<file path="src/rtl/uart_pkg.sv">
// Shared definitions for the UART receive path.
//   uart_state_t    : receiver FSM state encoding (IDLE, DATA, PARITY, STOP)
//   UART_DATA_WIDTH : default payload width in bits
//   UART_START_BIT  : line level of the start bit
//   UART_STOP_BIT   : line level of the stop bit
package uart_pkg;

  localparam int   UART_DATA_WIDTH = 32;
  localparam logic UART_START_BIT  = 1'b0;
  localparam logic UART_STOP_BIT   = 1'b1;

  typedef enum logic [1:0] {
    IDLE   = 2'd0,
    DATA   = 2'd1,
    PARITY = 2'd2,
    STOP   = 2'd3
  } uart_state_t;

endpackage

</file>
<file path="src/rtl/uart_rx_deserializer.sv">
// UART receive deserializer.
// Frame: start (0), DATA_WIDTH data bits LSB first, optional even parity bit
// (XOR of the data bits), stop (1). One line bit is taken per clk edge where
// Rx_Enable is high; with Rx_Enable low the FSM, counter and shift register
// hold indefinitely.
//
// Optional feature macro: UART_RX_PARITY_EN
//   defined   : PARITY state present, frame is DATA_WIDTH+3 samples
//   undefined : no parity bit, frame is DATA_WIDTH+2 samples,
//               Rx_Parity_Error tied low
//
// Ports
//   clk             : clock, rising edge
//   rst             : asynchronous active-low reset
//   Rx_Enable       : bit-sample strobe
//   Rx_Serial_Input : serial line, idle high
//   Rx_Data         : last correctly received payload
//   Rx_Valid        : one-cycle pulse when Rx_Data is loaded
//   Rx_Parity_Error : one-cycle pulse on parity mismatch (stop bit good)
//   Rx_Frame_Error  : one-cycle pulse on a stop bit of 0
//   Rx_Busy         : high whenever the FSM is outside IDLE
//   fsm_state       : current FSM state, for observation
//
// Pulse outputs: each is high for exactly the one cycle following the edge
// that sampled the stop bit, and clears on the next edge regardless of
// Rx_Enable.
module uart_rx_deserializer
  import uart_pkg::*;
#(
  parameter int DATA_WIDTH = UART_DATA_WIDTH
) (
  input  logic                  clk,
  input  logic                  rst,
  input  logic                  Rx_Enable,
  input  logic                  Rx_Serial_Input,
  output logic [DATA_WIDTH-1:0] Rx_Data,
  output logic                  Rx_Valid,
  output logic                  Rx_Parity_Error,
  output logic                  Rx_Frame_Error,
  output logic                  Rx_Busy,
  output logic [1:0]            fsm_state
);

  // Wide enough to hold DATA_WIDTH itself, so the count never wraps in a frame.
  localparam int CW = $clog2(DATA_WIDTH + 1);

  uart_state_t           state;
  logic [CW-1:0]         bit_count;
  logic [DATA_WIDTH-1:0] shift_reg;

`ifdef UART_RX_PARITY_EN
  logic parity_mismatch;
  logic parity_error_q;
  assign Rx_Parity_Error = parity_error_q;
`else
  assign Rx_Parity_Error = 1'b0;
`endif

  assign Rx_Busy   = (state != IDLE);
  assign fsm_state = state;

  always_ff @(posedge clk or negedge rst) begin
    if (!rst) begin
      state          <= IDLE;
      bit_count      <= '0;
      shift_reg      <= '0;
      Rx_Data        <= '0;
      Rx_Valid       <= 1'b0;
      Rx_Frame_Error <= 1'b0;
`ifdef UART_RX_PARITY_EN
      parity_mismatch <= 1'b0;
      parity_error_q  <= 1'b0;
`endif
    end else begin
      // Pulses live for one cycle only, independent of the sample strobe.
      Rx_Valid       <= 1'b0;
      Rx_Frame_Error <= 1'b0;
`ifdef UART_RX_PARITY_EN
      parity_error_q <= 1'b0;
`endif
      if (Rx_Enable) begin
        case (state)
          IDLE: begin
            if (Rx_Serial_Input == UART_START_BIT) begin
              state     <= DATA;
              bit_count <= '0;
            end
          end

          DATA: begin
            // LSB arrives first, so shifting right leaves it in bit 0 at the end.
            shift_reg <= {Rx_Serial_Input, shift_reg[DATA_WIDTH-1:1]};
            bit_count <= bit_count + CW'(1);
            if (bit_count == CW'(DATA_WIDTH - 1)) begin
`ifdef UART_RX_PARITY_EN
              state <= PARITY;
`else
              state <= STOP;
`endif
            end
          end

`ifdef UART_RX_PARITY_EN
          PARITY: begin
            parity_mismatch <= Rx_Serial_Input ^ (^shift_reg);
            state           <= STOP;
          end
`endif

          STOP: begin
            // No break detection: whatever the stop bit, the next sample is
            // an IDLE sample, which lets frames run back to back.
            state <= IDLE;
            if (Rx_Serial_Input == UART_STOP_BIT) begin
`ifdef UART_RX_PARITY_EN
              if (parity_mismatch) begin
                parity_error_q <= 1'b1;
              end else begin
                Rx_Data  <= shift_reg;
                Rx_Valid <= 1'b1;
              end
`else
              Rx_Data  <= shift_reg;
              Rx_Valid <= 1'b1;
`endif
            end else begin
              Rx_Frame_Error <= 1'b1;
            end
          end

          default: state <= IDLE;
        endcase
      end
    end
  end

endmodule

</file>
<file path="config.mk">
export PLATFORM = sky130hd
export DESIGN_NAME = uart_rx_deserializer
export DESIGN_NICKNAME = d
export VERILOG_FILES = /design/src/rtl/uart_pkg.sv /design/src/rtl/uart_rx_deserializer.sv
export SDC_FILE = /design/constraint.sdc
export NUM_CORES = 1
export LEC_CHECK = 0
export ABC_AREA = 1
export BUFFER_PORTS_ARGS = -buffer_cell sky130_fd_sc_hd__buf_2
export CAP_MARGIN = 20
export CORE_AREA = 10 10 99 110
export CTS_BUF_LIST = sky130_fd_sc_hd__clkbuf_16
export CTS_CLUSTER_DIAMETER = 50
export CTS_CLUSTER_SIZE = 40
export DETAILED_ROUTE_END_ITERATION = 16
export DIE_AREA = 0 0 109 120
export GPL_TIMING_DRIVEN = 0
export REMOVE_ABC_BUFFERS = 1
export SLEW_MARGIN = 30
export SYNTH_ARGS = -nofsm -noshare
export SYNTH_HDL_FRONTEND = slang
export SYNTH_SLANG_ARGS = --single-unit
</file>
<file path="constraint.sdc">
create_clock -name clk -period 1.55 [get_ports clk]
set_clock_uncertainty 0.1 [all_clocks]
set_input_delay 0.155 -clock clk [delete_from_list [all_inputs] [get_ports clk]]
set_output_delay 0.155 -clock clk [all_outputs]
set_load 0.01 [all_outputs]
</file>
==> results.json <==
{
  "status": "finished clean",
  "path_cells": "nand2_1 -> nor3_4 -> buf_6 -> buf_8 -> nor2_1 -> a21oi_2",
  "synth_common_cells": "dfrtp_1, nand2_1, inv_1",
  "rows": 36,
  "start_kind": "flip-flop",
  "gp_congestion": 0.7338,
  "yosysTopAreaCell": "dfrtp_1",
  "grt_pass1_wl_mm": 9.446,
  "rsz0062_at_grt": "false",
  "min_path_type": "primary input to flip-flop",
  "die_w_um": 109,
  "fin_nets": 355,
  "drc_errors": 0,
  "diodes": 0,
  "reg2regPathDepth": 6,
  "crit_path_max_incr_delay_ns": 0.42,
  "pin_count": 42,
  "grt_pass1_vias": 2096,
  "grt_usage_pct": 8.903,
  "synth-edff-count": 0,
  "place_area_mm2": 0.003263,
  "gr-total-overflow": 0,
  "first_pass_iters": 4,
  "port_buffers": 40,
  "grt_use_met1_pct": 9.746,
  "slew_headroom_pct": 62.27,
  "yosys_warnings": 0,
  "core_mm2": 0.008693,
  "layout.cells.non_filler": 469,
  "die_h_um": 120,
  "crit_type": "flip-flop to flip-flop",
  "dp_hpwl_mm": 3.611,
  "grtUsageMet3_pct": 3.961,
  "dieArea_mm2": 0.01308,
  "layout-drive-gt1-share_pct": 23.38,
  "synth_top_cell_area_share_pct": 62.74,
  "wire_per_inst_um": 11.93,
  "cts_tree": "built",
  "worst_setup_path_end_kind": "flip-flop",
  "fin_crit_sh_pct": 91.72,
  "cp-startpoint": "fsm_state[1]",
  "max_freq_mhz": 703.4,
  "ys_dominant_reg_cell": "dfrtp_1",
  "yosysMostFrequentCell": "dfrtp_1",
  "use_met2_pct": 14.41,
  "antenna_found_initial": 0,
  "max_cap_violations": 0,
  "cp.arrival_ns": 1.57,
  "yosysUniqueCellTypes": 24,
  "ant_nets": 0,
  "netlist_area_mm2": 0.002952,
  "insertion_delay_ns": 0.32,
  "final_area_mm2": 0.003654,
  "slowest_stage": "dfrtp_2",
  "numPlacedInstances": 446,
  "post-route-util_pct": 42.03,
  "leakage_nw": 1.783,
  "peakVddDrop_v": 0.0004791,
  "initial_core_util_pct": 33.95,
  "hold_slack_ns": 0.07789,
  "endpoint": "Rx_Data[26]",
  "avgSynthCellArea_um2": 9.806,
  "ys_ff_latch": 74,
  "grt_max_degree": 65,
  "cp_max_fo": 17,
  "hold_viol": 0,
  "ys_async_sr_fraction_pct": 100.0,
  "routed_wirelength_mm": 5.595,
  "cts_made_buffers": 9,
  "syn2layout_area_growth_pct": 23.78,
  "tightestPinTransition_ns": 0.5659,
  "cp.depth": 6,
  "grt-busiest-layer": "met2",
  "clk_pin_slew_ns": 0.06,
  "cts-root-buf": "clkbuf_16",
  "cp_data_required_time_ns": 1.70,
  "critPathBufInv": 2,
  "ys_seq_area_share_pct": 62.74,
  "drtIter0Drc": 117,
  "synthTopCellsByArea": "dfrtp_1, o21ai_0, nand2_1",
  "reg2reg_slack_ns": 0.13,
  "timing.rr.start": "fsm_state[1]",
  "rr_endpoint": "Rx_Data[26]",
  "cp_top_family": "flip-flops",
  "finalPower_mw": 5.455,
  "slew_violations": 0,
  "power_density_mw_per_mm2": 1493,
  "cts_buffer_depth": 2,
  "setup_viol": 0,
  "viasPerCell": 4.345,
  "clock-sinks": 74,
  "htree_levels": 3,
  "netlist_instances": 301,
  "via_count": 2038,
  "fin_crit_ns": 1.422
}
cells by family (layout without fill, tap and decap cells):
| family | after synthesis | in the layout | share of synthesized area (%) |
|---|---|---|---|
| buf+inv | 54 | 107 | 8.902 |
| simple gates | 99 | 100 | 13.82 |
| compound gates | 71 | 71 | 13.69 |
| flops | 74 | 74 | 62.74 |
| other cells | 1 | 1 | 0.1271 |
| xor+xnor | 1 | 1 | 0.2968 |
| fa+ha+maj | 1 | 1 | 0.4238 |
cell usage in the layout, fill, tap and decap left out, types with 2 or more instances in the layout:
master / Yosys / final
buf_8: 2 / 2
buf_4: 1 / 4
nor2_1: 34 / 33
inv_1: 39 / 40
nand2_8: 0 / 2
buf_6: 4 / 2
a21oi_2: 13 / 14
nand3_1: 9 / 9
clkinv_1: 0 / 3
dfrtp_1: 74 / 73
clkbuf_16: 0 / 9
nand2_1: 49 / 49
nand4_1: 2 / 2
a21oi_1: 20 / 19
buf_12: 0 / 2
o21ai_0: 37 / 37
buf_2: 3 / 39
dlygate4sd3_1: 0 / 2
worst min path at each step:
stage / from / to / slack [ns] / depth (start not counted)
finish: Rx_Serial_Input / bit_count[2] / 0.08 / 4
global route: Rx_Serial_Input / shift_reg[31] / 0.13 / 3
CTS: Rx_Enable / bit_count[1] / 0.07 / 3
detailed placement: rst / Rx_Data[22] / 0.09 / 1
global placement: Rx_Serial_Input / Rx_Frame_Error / 0.27 / 2
floorplan: rst / Rx_Data[0] / -0.24 / 0
layer usage:
| layer | routed length (µm) | part of all wire, % |
|---|---|---|
| met1 | 2504 | 45 |
| met2 | 2696 | 48 |
| met3 | 334 | 6.0 |
| met4 | 60 | 1.1 |
| met5 | 0 | 0 |
where the power goes:
part | internal [mW] | leakage [nW] | total (mW) | switching, mW
combinational | 0.341 | 0.751 | 0.885 | 0.544
clock | 1.23 | 0.139 | 1.97 | 0.747
sequential | 2.35 | 0.892 | 2.60 | 0.244
stage by stage:
step / worst slack, ns / setup TNS [ns]
6_report: 0.1283 / 0
5_1_grt: 0.02975 / 0
4_1_cts: 0.04664 / 0
3_5_place_dp: -0.3235 / -9.651
3_3_place_gp: -2.613 / -110.44
2_1_floorplan: -1.632 / -53.43
what timing repair did:
action,CTS,global route
pin swaps,0,1
setup buffers,0,4
hold endpoints to repair,45,0
endpoints found under the setup margin,34,36
gates resized for setup,3,3
gates cloned,0,1
hold buffers,2,0
tightest hold or removal path: stages:
cell	delay [ns]
buf_2	0.12
a21oi_2	0.08
nand3_1	0.06
nand2_1	0.04
layout make-up:
cell class,instances,area (µm²)
Sequential cell,74,1853
Timing Repair Buffer,51,337.8
Tap cell,114,142.6
Inverter,40,150.1
Clock inverter,7,61.31
Fill cell,865,5040
Clock buffer,9,225.2
Multi-Input combinational cell,174,883.3
Power figures use the tool's default switching activity.
